`config.mk`:
```
export PLATFORM = sky130hd
export DESIGN_NAME = efuse_arb_mux
export DESIGN_NICKNAME = d
export VERILOG_FILES = /design/src/rtl/efuse_arb_mux.sv
export SDC_FILE = /design/constraint.sdc
export NUM_CORES = 1
export LEC_CHECK = 0
export CAP_MARGIN = 20
export CORE_UTILIZATION = 43
export CTS_CLUSTER_SIZE = 16
export DETAILED_ROUTE_END_ITERATION = 8
export HOLD_SLACK_MARGIN = 0.06
export PLACE_DENSITY_LB_ADDON = 0.25
export SLEW_MARGIN = 20
export SYNTH_ARGS = -nofsm -noshare
export SYNTH_HDL_FRONTEND = slang
export SYNTH_SLANG_ARGS = --single-unit
```
`constraint.sdc`:
```
create_clock -name clk -period 3 [get_ports clk]
set_input_delay 0.45 -clock clk [delete_from_list [all_inputs] [get_ports clk]]
set_output_delay 0.45 -clock clk [all_outputs]
set_load 0.03 [all_outputs]
```
`src/rtl/efuse_arb_mux.sv`:
```
`default_nettype none
// ============================================================================
// Module   : efuse_arb_mux
// Purpose  : Round-robin arbiter with session lock that shares one eFuse macro
//            among NCH RTL requesters. It has a register-mode override and a
//            grant watchdog. The macro is driven from one registered,
//            scan-gated control stage. Read data is returned only to the
//            current owner.
// Revision : 1.0 - initial parametrised NCH-channel release
// ----------------------------------------------------------------------------
// Ports
//   clk, rst_n                  block clock, async active-low reset
//   scan_mode                   forces every efuse_*_o to 0 (after the flops)
//   rg_efuse_reg_mode           software override of the macro controls
//   rg_efuse_pgmen/rden/aen     register-mode controls
//   rg_efuse_addr   [AW]        register-mode address
//   rg_efuse_rdata  [DW]        macro read data while in reg mode, else 0
//   ch_req          [NCH]       per-channel session request (held for session)
//   ch_gnt          [NCH]       one-hot grant
//   ch_pgmen/rden/aen [NCH]     per-channel controls
//   ch_addr         [NCH*AW]    per-channel address, channel i at [i*AW +: AW]
//   ch_rdata        [NCH*DW]    per-channel read data, only owner slice live
//   ch_tmo          [NCH]       one-cycle pulse on watchdog-revoked channel
//   efuse_pgmen_o/rden_o/aen_o  macro controls
//   efuse_addr_o    [AW]        macro address
//   efuse_rdata_i   [DW]        macro read data
// ============================================================================
module efuse_arb_mux #(
  parameter int NCH   = 4,
  parameter int AW    = 8,
  parameter int DW    = 8,
  parameter int TMO   = 1024,
  parameter int TMO_W = 11
) (
  input  logic              clk,
  input  logic              rst_n,
  input  logic              scan_mode,
  input  logic              rg_efuse_reg_mode,
  input  logic              rg_efuse_pgmen,
  input  logic              rg_efuse_rden,
  input  logic              rg_efuse_aen,
  input  logic [AW-1:0]     rg_efuse_addr,
  output logic [DW-1:0]     rg_efuse_rdata,
  input  logic [NCH-1:0]    ch_req,
  output logic [NCH-1:0]    ch_gnt,
  input  logic [NCH-1:0]    ch_pgmen,
  input  logic [NCH-1:0]    ch_rden,
  input  logic [NCH-1:0]    ch_aen,
  input  logic [NCH*AW-1:0] ch_addr,
  output logic [NCH*DW-1:0] ch_rdata,
  output logic [NCH-1:0]    ch_tmo,
  output logic              efuse_pgmen_o,
  output logic              efuse_rden_o,
  output logic              efuse_aen_o,
  output logic [AW-1:0]     efuse_addr_o,
  input  logic [DW-1:0]     efuse_rdata_i
);

  localparam int PW = (NCH > 1) ? $clog2(NCH) : 1;

  localparam logic [1:0] ST_IDLE  = 2'd0;
  localparam logic [1:0] ST_GRANT = 2'd1;
  localparam logic [1:0] ST_GAP   = 2'd2;

  // The watchdog fires on the GRANT cycle in which the counter would reach
  // TMO, so a stuck owner holds the grant for exactly TMO cycles.
  localparam bit             WD_EN   = (TMO != 0);
  localparam logic [TMO_W-1:0] WD_LAST = WD_EN ? TMO_W'(TMO - 1) : '0;

  logic [1:0]       state, state_nxt;
  logic [NCH-1:0]   gnt, gnt_nxt;
  logic [NCH-1:0]   tmo, tmo_nxt;
  logic [NCH-1:0]   blocked, blk_set;
  logic [PW-1:0]    owner, owner_nxt;
  logic [PW-1:0]    rr_ptr, ptr_nxt;
  logic [PW-1:0]    owner_adv;
  logic [PW-1:0]    win;
  logic             found;
  logic [TMO_W-1:0] wd_cnt, wd_nxt;
  logic [NCH-1:0]   elig;
  logic             owner_drop;
  logic             wd_hit;
  logic             reg_mode;

  // Selected (pre-flop) controls and the registered output stage
  logic             sel_pgmen, sel_rden, sel_aen;
  logic [AW-1:0]    sel_addr;
  logic             q_pgmen, q_rden, q_aen;
  logic [AW-1:0]    q_addr;

  // Per-channel address unpacked so the owner mux indexes by channel number
  logic [AW-1:0]    addr_arr [NCH];

  genvar gi;
  generate
    for (gi = 0; gi < NCH; gi++) begin : g_chan
      assign addr_arr[gi] = ch_addr[gi*AW +: AW];
      // Only the granted slice carries macro data, and never in reg mode
      assign ch_rdata[gi*DW +: DW] = (gnt[gi] && !reg_mode) ? efuse_rdata_i : '0;
    end
  endgenerate

  assign reg_mode   = rg_efuse_reg_mode;
  assign elig       = ch_req & ~blocked;
  assign owner_drop = ~ch_req[owner];
  assign wd_hit     = WD_EN && (wd_cnt == WD_LAST);
  assign owner_adv  = (owner == PW'(NCH - 1)) ? '0 : owner + PW'(1);

  // Round-robin search: first eligible channel at or after rr_ptr, wrapping
  always_comb begin
    int idx;
    idx   = 0;
    found = 1'b0;
    win   = rr_ptr;
    for (int k = 0; k < NCH; k++) begin
      idx = int'(rr_ptr) + k;
      if (idx >= NCH) begin
        idx = idx - NCH;
      end
      if (!found && elig[PW'(idx)]) begin
        found = 1'b1;
        win   = PW'(idx);
      end
    end
  end

  // --------------------------------------------------------------------------
  // FSM: state register
  // --------------------------------------------------------------------------
  always_ff @(posedge clk or negedge rst_n) begin
    if (!rst_n) begin
      state <= ST_IDLE;
    end else begin
      state <= state_nxt;
    end
  end

  // --------------------------------------------------------------------------
  // FSM: next-state logic
  // Priority in GRANT: reg mode, then owner release, then watchdog. A release
  // on the timeout cycle is therefore an ordinary release.
  // --------------------------------------------------------------------------
  always_comb begin
    state_nxt = state;
    case (state)
      ST_IDLE: begin
        if (!reg_mode && found) begin
          state_nxt = ST_GRANT;
        end
      end
      ST_GRANT: begin
        if (reg_mode || owner_drop || wd_hit) begin
          state_nxt = ST_GAP;
        end
      end
      ST_GAP: begin
        state_nxt = ST_IDLE;
      end
      default: begin
        state_nxt = ST_IDLE;
      end
    endcase
  end

  // --------------------------------------------------------------------------
  // FSM: output / datapath logic
  // --------------------------------------------------------------------------
  always_comb begin
    gnt_nxt   = gnt;
    owner_nxt = owner;
    ptr_nxt   = rr_ptr;
    wd_nxt    = wd_cnt;
    tmo_nxt   = '0;
    blk_set   = '0;
    case (state)
      ST_IDLE: begin
        gnt_nxt = '0;
        if (!reg_mode && found) begin
          gnt_nxt   = NCH'(1) << win;
          owner_nxt = win;
          wd_nxt    = '0;
        end
      end
      ST_GRANT: begin
        if (reg_mode) begin
          // Software takes the macro: silent revoke, pointer untouched
          gnt_nxt = '0;
        end else if (owner_drop) begin
          gnt_nxt = '0;
          ptr_nxt = owner_adv;
        end else if (wd_hit) begin
          gnt_nxt        = '0;
          tmo_nxt[owner] = 1'b1;
          blk_set[owner] = 1'b1;
          ptr_nxt        = owner_adv;
        end else if (WD_EN) begin
          wd_nxt = wd_cnt + TMO_W'(1);
        end
      end
      default: begin
        gnt_nxt = '0;
      end
    endcase
  end

  // Control selection ahead of the output flops. Outside GRANT (and reg mode)
  // everything is zero, which gives the macro a deselect cycle during GAP.
  always_comb begin
    sel_pgmen = 1'b0;
    sel_rden  = 1'b0;
    sel_aen   = 1'b0;
    sel_addr  = '0;
    if (reg_mode) begin
      sel_pgmen = rg_efuse_pgmen;
      sel_rden  = rg_efuse_rden;
      sel_aen   = rg_efuse_aen;
      sel_addr  = rg_efuse_addr;
    end else if (state == ST_GRANT) begin
      sel_pgmen = ch_pgmen[owner];
      sel_rden  = ch_rden[owner];
      sel_aen   = ch_aen[owner];
      sel_addr  = addr_arr[owner];
    end
  end

  always_ff @(posedge clk or negedge rst_n) begin
    if (!rst_n) begin
      gnt     <= '0;
      tmo     <= '0;
      blocked <= '0;
      owner   <= '0;
      rr_ptr  <= '0;
      wd_cnt  <= '0;
      q_pgmen <= 1'b0;
      q_rden  <= 1'b0;
      q_aen   <= 1'b0;
      q_addr  <= '0;
    end else begin
      gnt     <= gnt_nxt;
      tmo     <= tmo_nxt;
      // A block survives only while the channel keeps its request asserted
      blocked <= (blocked & ch_req) | blk_set;
      owner   <= owner_nxt;
      rr_ptr  <= ptr_nxt;
      wd_cnt  <= wd_nxt;
      // Flops keep updating in scan; only the outputs are gated
      q_pgmen <= sel_pgmen;
      q_rden  <= sel_rden;
      q_aen   <= sel_aen;
      q_addr  <= sel_addr;
    end
  end

  assign ch_gnt         = gnt;
  assign ch_tmo         = tmo;
  assign efuse_pgmen_o  = q_pgmen & ~scan_mode;
  assign efuse_rden_o   = q_rden  & ~scan_mode;
  assign efuse_aen_o    = q_aen   & ~scan_mode;
  assign efuse_addr_o   = scan_mode ? '0 : q_addr;
  assign rg_efuse_rdata = reg_mode ? efuse_rdata_i : '0;

endmodule

`default_nettype wire

```
; ---- Word-level counts from Yosys, hierarchy flattened
; Index checks and enable logic that the tools add are counted.
[totals]
in_bits = 71
out_inout_bits = 59
wordCells = 145
regBits = 40
[classes]
add_sub_neg = 9
n_bitwise = 11
n_eq_ne = 10
shifts = 1
magnitude_cmp = 11
n_mux = 71
reduce_logical = 21
[op_table]
columns = op, n
row1 = 2-to-1 mux 8 bit, 10
row2 = 2-to-1 mux 11 bit, 4
row3 = 2-to-1 mux 4 bit, 8
row4 = 2-to-1 mux 2 bit, 13
row5 = 2-to-1 mux 1 bit, 23
row6 = one-hot mux 11 bit (2 select lines), 1
row7 = binary-select mux 1 bit (select 2 bit), 8
row8 = binary-select mux 8 bit (select 2 bit), 1
row9 = "< comparator 2 x 4 -> 1 bit, second input constant", 4
row10 = "greater-or-equal comparator 3 bit, second input constant", 4
row11 = "!= test 2 bit, second input constant", 6
row12 = "adder 11 x 1 -> 11 bit, second input constant", 1
row13 = "equality test 11 x 10 -> 1 bit, second input constant", 1
row14 = logical AND 1 bit, 9
row15 = bitwise AND 4 bit, 2
row16 = one-hot mux 4 bit (2 select lines), 1
row17 = "subtractor 2 x 1 -> 2 bit, second input constant", 4
row18 = "adder 2 x 2 -> 3 bit, second input constant", 2
row19 = AND reduction 5 bit, 1
row20 = logical NOT 1 bit, 4
row21 = "!= test 4 bit, second input constant", 1
row22 = inverter 4 bit, 1
row23 = bitwise OR 4 bit, 1
row24 = one-hot mux 2 bit (2 select lines), 1
row25 = other kinds (17), 23

; ---- Logic depth before layout (Yosys ltp)
; Gate-level depths: netlist of the first run.
[logic_depth]
ltp_word = 18
ltp_mapped = 6
ltp_nobuf = 5

; ---- Worst setup path before layout of the first run
; Ideal clock, no wire load.
[synth_path]
path_type = reg-to-reg
startpoint = register owner[0]
endpoint = register wd_cnt[10]
path_stages_with_launch = 6
t_arrival_ns = 1.637
period_less_slack_ns = 1.757
setup_ns = 0.120
required_ns = 2.880
path_buffers = 1
setup_slack_ns = 1.243
cell_sequence = dfrtp_1 buf_6 mux4_2 nand2_2 or4_1 and3_1
[synth_between]
elab_chain_len = 4
[synth_rtl]
columns = item, line_no
row1 = start: declaration, 74  ; logic [PW-1:0] owner, owner_nxt;
row2 = start signal: assignment, 243  ; owner <= owner_nxt;
row3 = binary-select mux 1 bit (select 2 bit), 105  ; assign owner_drop = ~ch_req[owner];
row4 = 2-to-1 mux 1 bit (implied by the code), 105
row5 = != test 2 bit (no source line), -
row6 = AND reduction 5 bit (no source line), -
row7 = end signal: assignment, 245  ; wd_cnt <= wd_nxt;
row8 = end: declaration, 79  ; logic [TMO_W-1:0] wd_cnt, wd_nxt;
; Every way passes these cells. The select of a mux whose other input is x is not followed.
; A chain may end at the register's enable or synchronous reset.

; ---- Worst setup path in the final report of the first run
[layout_path]
startpoint = input rg_efuse_reg_mode
endpoint = output ch_rdata[24]
[layout_between]
elab_chain_len = 3
[layout_rtl]
columns = item, line_no
row1 = start: declaration, 38  ; input logic rg_efuse_reg_mode,
row2 = logical NOT 1 bit, 99  ; assign ch_rdata[gi*DW +: DW] = (gnt[gi] && !reg_mode) ? efuse_rdata_i : '0;
row3 = logical AND 1 bit, 99
row4 = 2-to-1 mux 8 bit, 99
row5 = end: declaration, 50  ; output logic [NCH*DW-1:0] ch_rdata,
; Every way passes these cells.

==> summary.txt, run 1 <==
Power and ir drop
  – PD cells: between 500 and 600 nW/um2
  – Leak Pwr: approximately 1.7 nW
  – VDD IR max: roughly 360 uV

Yosys
  – Top cell type's share of synthesized area: around two fifths
  – Mapped Avg Cell Area: ~11 um2
  – Synth Instances: 230
  – Synth unique cells: 46
  – Yosys reg bits: 40
  – Top cell type by total area after synthesis: dfrtp_1
  – Most frequent cell after synthesis: and2_1
  – Top cells by count, synth: and2_1 (44), dfrtp_1 (40), nor2b_1 (17)
  – Post-synthesis cell area: 2520 um2
  – Ys async rst share: 100%
  – Post-synth EDFFs: 0
  – Synth Flop Type: dfrtp_1
  – Top post-synthesis cells by area: dfrtp_1 (40%), and2_1 (11%), mux4_2 (11%), a22o_1 (5.2%), nor2b_1 (4.2%)
  – Syn_nets: roughly 310
  – Sequential share of the synthesized area: about two fifths
  – Syn. warnings: 0

Route
  – Vias: between 2000 and 2500
  – Drt initial violations: around 110
  – Routed WL per cell: roughly 17 um
  – Via-per-instance ratio: ~5.3
  – Router iterations before antenna repair: 4
  – Remaining DRCs: 0
  – Antenna-violating nets left: 0
  – Wirelength, routed: 7.36 mm

Outcome
  – Status: completed

Global routing
  – Overflow after GRT: 0
  – First-pass GRT wire length: 11.8 mm
  – Initial antenna violation count: 0
  – Vias in the first global route: around 2300
  – Global Route Usage Sum: between 20% and 30%
  – Largest net degree at the start of global routing: between 40 and 50

Layout
  – Number of nets in the layout: between 400 and 500
  – Filler instances: 438
  – Diode count: 0
  – Synthesis-to-layout area growth: 55.6%
  – Fraction of layout cells with a size suffix above 1: between 10% and 20%

Clock tree
  – Worst-skew pair later-pin latency: between 0.2 and 0.3 ns
  – Clock transition at path regs: roughly 0.080 ns
  – Cts bufs inserted: 5
  – Post-CTS setup buffer count: 0
  – Post-cts resize count: 0
  – Post-CTS Hold Fix Bufs: 0
  – TritonCTS clock tree: built
  – H-tree depth: 2
  – Longest Clk Path Bufs: 2
  – Clock sink count: 40
  – CTS root buf: clkbuf_8

Timing
  – Maximum clock rate: 0.399 GHz
  – Final setup violation count: 0
  – Setup TNS: 0 ns
  – Final period utilization: between 80 and 90%
  – Clock skew: between 0.006 and 0.007 ns
  – Final setup margin: 0.493 ns
  – Slew HR: 36.2%
  – Least-Margin Pin Slew: 0.954 ns
  – Final-report hold violation count: 0
  – Max Slew Vio Count: 0
  – Final min period: between 2 and 3 ns
  – Unrepaired setup endpoints after global routing: no

Critical path
  – CP max FO: 14
  – Critical Path AT: roughly 2.1 ns
  – Endpoint class of the critical path: output pin
  – Crit path kind: in -> out
  – CP Launch Type: input port
  – Crit path required time: approximately 2.6 ns

Floorplanning
  – I/O pin count: between 100 and 150
  – Cell row count: 27
  – Die area: slightly above 6000 um2
  – Die X: 78.6 um
  – Die Height: between 70 and 80 um
  – Core Region: ~5600 um2
  – Initial Util: 45.3%

Place
  – GP Congestion: 0.775
  – Final HPWL DP: roughly 5.7 mm
  – # port buffers: about 130
  – DP Worst Slack: between 0.4 and 0.5 ns

Flow run
  – Max cap viols: 0

Hold path
  – Hold WC Path Type: in -> async
-- routing by layer --
| layer | GRT usage, % | routed length [um] | up-vias |
|---|---|---|---|
| met4 | 5.56 | 37 | 0 |
| met2 | 44.5 | 3920 | 75 |
| met3 | 6.16 | 563 | 6 |
| met1 | 29.7 | 2830 | 1112 |
| met5 | 0 | 0 | - |
| li1 | - | - | 1105 |
-- critical path: stages --
cell	delay [ns]
clkdlybuf4s50_1	0.58
buf_4	0.28
nor2_1	0.36
and2_1	0.21
buf_4	0.16
-- cell type report --
type	instances	area, um2	area share [%]
Multi-Input combinational cell	172	1440	36.6
Tap cell	72	90.1	2.30
Clock inverter	1	30.0	0.765
Timing Repair Buffer	134	1240	31.7
Clock buffer	7	96.3	2.45
Sequential cell	40	1000	25.5
Inverter	7	26.3	0.669
-- state kept, by name (all words and copies together), names as in the netlist --
signal   flops
ch_tmo       4
wd_cnt      11
state        2
q_aen        1
blocked      4
rr_ptr       2
owner        2
q_addr       8
q_rden       1
ch_gnt       4
q_pgmen      1
-- power breakdown --
part	total, mW	switching [mW]	leakage [nW]	internal (mW)
registers	0.685	0.0598	0.534	0.625
logic	0.962	0.498	1.07	0.464
clock network	0.475	0.182	0.0645	0.293
total	2.12	0.739	1.67	1.38
-- cell families after synthesis --
| kind of cell | after synthesis | share of synthesized area [%] |
|---|---|---|
| AND/OR/NAND/NOR | 105 | 26.4 |
| AO/OA/AOI/OAI | 44 | 14.9 |
| flip-flops | 40 | 39.7 |
| buffers and inverters | 18 | 3.32 |
| multiplexers | 18 | 13.2 |
| adder cells (fa/ha/maj) | 5 | 2.48 |
-- metrics by stage --
stage / std cells / hold slack, ns / instance area (um2) / total power [mW] / utilization [%]
finish: 433 / 0.268 / 3930 / 2.12 / 70.4
global route: 433 / 0.357 / 3930 / 2.25 / 70.4
CTS: 433 / 0.300 / 3930 / 2.14 / 70.4
detailed placement: 425 / 0.491 / 3800 / 1.66 / 68.1
global placement: 425 / 0.476 / 3800 / 1.65 / 68.1
floorplan: 230 / 0.154 / 2520 / 1.32 / -
-- worst paths after layout --
kind	end	slack [ns]	from	depth (start not counted)
max	ch_rdata[24]	0.49	rg_efuse_reg_mode	5
min	wd_cnt[4]	0.27	rst_n	1
max reg2reg	wd_cnt[0]	1.12	blocked[3]	4
min reg2reg	state[1]	0.50	state[1]	1
max in group asynchronous	q_addr[7]	2.19	rst_n	1
min in group clk	state[1]	0.50	state[1]	1
-- cell usage in the layout (no fill, tap or decap), drive strengths merged, types with 2 or more instances in the layout --
master / instances
nor2b: 18
clkbuf: 7
mux2i: 4
nor3b: 3
nor4: 4
buf: 38
o41a: 2
a22o: 15
or4: 3
nand2: 8
inv: 7
and2: 44
a32o: 2
o311ai: 3
nand3: 5
mux2: 2
o41ai: 2
nor2: 5
clkdlybuf4s50: 96
nand2b: 7
mux4: 12
nor3: 2
o32ai: 2
a21oi: 2
and3: 3
dfrtp: 40
o21ai: 6
o31ai: 5
ha: 5
Note: power is estimated with default switching activity, not from simulation.
==> inputs of run 2 (changes only) <==
--- a/config.mk
+++ b/config.mk
@@ -6,7 +6,7 @@
 export NUM_CORES = 1
 export LEC_CHECK = 0
 export CAP_MARGIN = 20
-export CORE_UTILIZATION = 43
+export CORE_UTILIZATION = 36
 export CTS_CLUSTER_SIZE = 16
 export DETAILED_ROUTE_END_ITERATION = 8
 export HOLD_SLACK_MARGIN = 0.06
==> constraint.sdc (replaced) <==
create_clock -name clk -period 2.15 [get_ports clk]
set_input_delay 0.3225 -clock clk [delete_from_list [all_inputs] [get_ports clk]]
set_output_delay 0.3225 -clock clk [all_outputs]
set_load 0.03 [all_outputs]
==> summary.txt, run 2 (synthesis gave the netlist of run 1 again) <==
Power and ir drop
  – P_int: 1.82 mW (+32%)
  – Sw Share: 37.0% (+2.1 points)
  – Leak Pwr: 1.78 nW (+6.7%)
  – Power Total: 2.89 mW (+36%)
  – Clock power share: 18.0% (-4.4 points)
  – Comb power frac: 48.8% (+3.5 points)
  – Sequential Power Share: 33.2% (+0.9 points)
  – VDD IR max: 451 uV (+24%)
  – PD cells: 721 nW/um2 (+33%)
  – Sw Pwr: 1.07 mW (+45%)

Route
  – Via-per-instance ratio: 4.95 (-6.8%)
  – Routed WL per cell: 16.3 um (-4.1%)
  – Vias: 2321 (+1.0%)
  – Remaining DRCs: 0 (unchanged)
  – Wirelength, routed: 7.64 mm (+3.8%)
  – Drt initial violations: 100 (-11%)
  – Router iterations before antenna repair: 4 (unchanged)
  – Antenna-violating nets left: 0 (unchanged)

Timing
  – Least-Margin Pin Slew: 0.551 ns (-0.404 ns)
  – Final min period: 2.07 ns
  – Unrepaired setup endpoints after global routing: no
  – Max Slew Vio Count: 0 (unchanged)
  – Final period utilization: between 90% and 100%
  – Slew HR: 63.0% (+27 points)
  – Final setup margin: 0.0808 ns (-0.412 ns)
  – Setup TNS: 0 ns (unchanged)
  – Maximum clock rate: about 0.48 GHz
  – Final setup violation count: 0 (unchanged)
  – Hold Slack: 0.447 ns (+0.179 ns)
  – Clock skew: 0.00796 ns (+0.00124 ns)
  – Final-report hold violation count: 0 (unchanged)

Layout
  – Filler instances: 568 (+30%)
  – Synthesis-to-layout area growth: 59.0%
  – Max reg flops: 11 (unchanged)
  – Final core occ: 59.0% (-11 points)
  – Design area: 4010 um2 (+2.2%)
  – Most frequent cells in the layout: clkdlybuf4s50_1 (82), buf_4 (58), and2_1 (44)
  – Commonest non-fill, non-tap cell in the layout: clkdlybuf4s50_1
  – Fraction of layout cells with a size suffix above 1: 24.7% (+5.8 points)
  – Diode count: 0 (unchanged)
  – Top reg by flops: wd_cnt
  – Biggest regs: wd_cnt x11, q_addr x8
  – Number of nets in the layout: 448 (+2.8%)
  – Non-Filler Instances: 469 (+8.3%)

Clock tree
  – Clock transition at path regs: 0.08 ns (about the same)
  – Clock sink count: 40 (unchanged)
  – H-tree depth: 2 (unchanged)
  – TritonCTS clock tree: built
  – Cts bufs inserted: 5 (unchanged)
  – Worst-skew pair later-pin latency: 0.30 ns (about the same)
  – CTS root buf: clkbuf_8
  – Longest Clk Path Bufs: 2 (unchanged)

Critical path
  – Crit path kind: in -> out
  – R2R depth: 5 (+1)
  – CP Launch Type: input port
  – CP max FO: 9 (-5)
  – Critical Path AT: 1.75 ns (-0.31 ns)
  – Endpoint class of the critical path: output pin
  – R2R Path End: blocked[2]
  – R2r setup slk: 0.23 ns (-0.89 ns)
  – Crit path required time: 1.83 ns (-0.72 ns)
  – Worst r2r src: wd_cnt[0]

Global routing
  – Initial antenna violation count: 0 (unchanged)
  – Vias in the first global route: 2299 (+0.88%)
  – Global Route Usage Sum: 21.0% (-3.8 points)
  – First-pass GRT wire length: 11.8 mm (-0.18%)
  – Overflow after GRT: 0 (unchanged)
  – Largest net degree at the start of global routing: 20 (-51%)

Place
  – GP Congestion: 0.791 (+2.1%)
  – Placed cells: 460 (+8.2%)
  – Placed inst area: 3900 um2 (+2.6%)
  – Final HPWL DP: 6.04 mm (+5.9%)
  – DP Worst Slack: 0.0150 ns (-0.463 ns)
  – # port buffers: 129 (unchanged)

Flow run
  – Max cap viols: 0 (unchanged)

Floorplanning
  – Die Height: 85.7 um (+9.1%)
  – Die area: 7350 um2 (+19%)
  – Initial Util: 37.1% (-8.1 points)
  – I/O pin count: 130 (unchanged)
  – Core Region: 6790 um2 (+22%)
  – Cell row count: 30 (+11%)
  – Die X: 85.7 um (+9.1%)

Hold path
  – Hold WC Path Type: in -> async

Outcome
  – Status: completed
[run 2: changes by cell type in the layout (fill, tap and decap cells not counted), moves of 2 or more]
| cell | previous run | this run |
|---|---|---|
| dlymetal6s2s_1 | 0 | 3 |
| clkinv_2 | 0 | 2 |
| clkdlybuf4s50_1 | 96 | 82 |
| nor2b_2 | 1 | 3 |
| nor2b_1 | 17 | 15 |
| buf_4 | 37 | 58 |
[run 2: area by class of cell]
| cell class | count | area, um2 | share of cell area (%) |
|---|---|---|---|
| multi-input cells | 172 | 1440 | 36.0 |
| repair buffers | 146 | 1330 | 33.1 |
| flip-flops and latches | 40 | 1000 | 25.0 |
| well taps | 96 | 120 | 2.99 |
| clock buffers | 6 | 82.6 | 2.06 |
| inverters | 7 | 26.3 | 0.655 |
| clock inverters | 2 | 10.0 | 0.250 |
[run 2: power by group through the flow]
stage	Combinational, mW	Sequential [mW]	Clock (mW)
global route	1.52	0.976	0.562
detailed placement	1.42	0.976	0
floorplan	0.844	0.993	0
CTS	1.43	0.959	0.532
finish	1.41	0.960	0.521
global placement	1.40	0.971	0
[run 2: layer usage]
metal	wire [um]	GRT usage [%]	vias to the layer above
met2	3870	36.0	61
met1	3330	26.9	1124
met5	0	0	-
met3	350	4.14	7
met4	90	6.21	0
li1	-	-	1129
[run 2: worst max-delay path, cell delays in order]
cell	delay, ns
clkdlybuf4s50_1	0.57
nor2b_1	0.17
clkdlybuf4s50_1	0.68
[run 2: worst max-delay path by stage]
stage | startpoint | end | slack [ns] | depth (start not counted)
final | scan_mode | efuse_addr_o[3] | 0.08 | 3
after global routing | scan_mode | efuse_rden_o | 0.007 | 3
after CTS | rg_efuse_reg_mode | ch_rdata[22] | 0.03 | 5
after detailed placement | ch_req[0] | wd_cnt[10] | 0.01 | 5
after global placement | rg_efuse_reg_mode | ch_rdata[6] | 0.04 | 5
after floorplan | owner[0] | wd_cnt[10] | 0.39 | 5
[run 2: what timing repair did]
item                                   CTS  global route
setup endpoints to repair                0            19
buffers inserted                         0             0
gates resized for setup                  0             5
endpoints found under the hold margin   11             0
hold buffers                             1             0
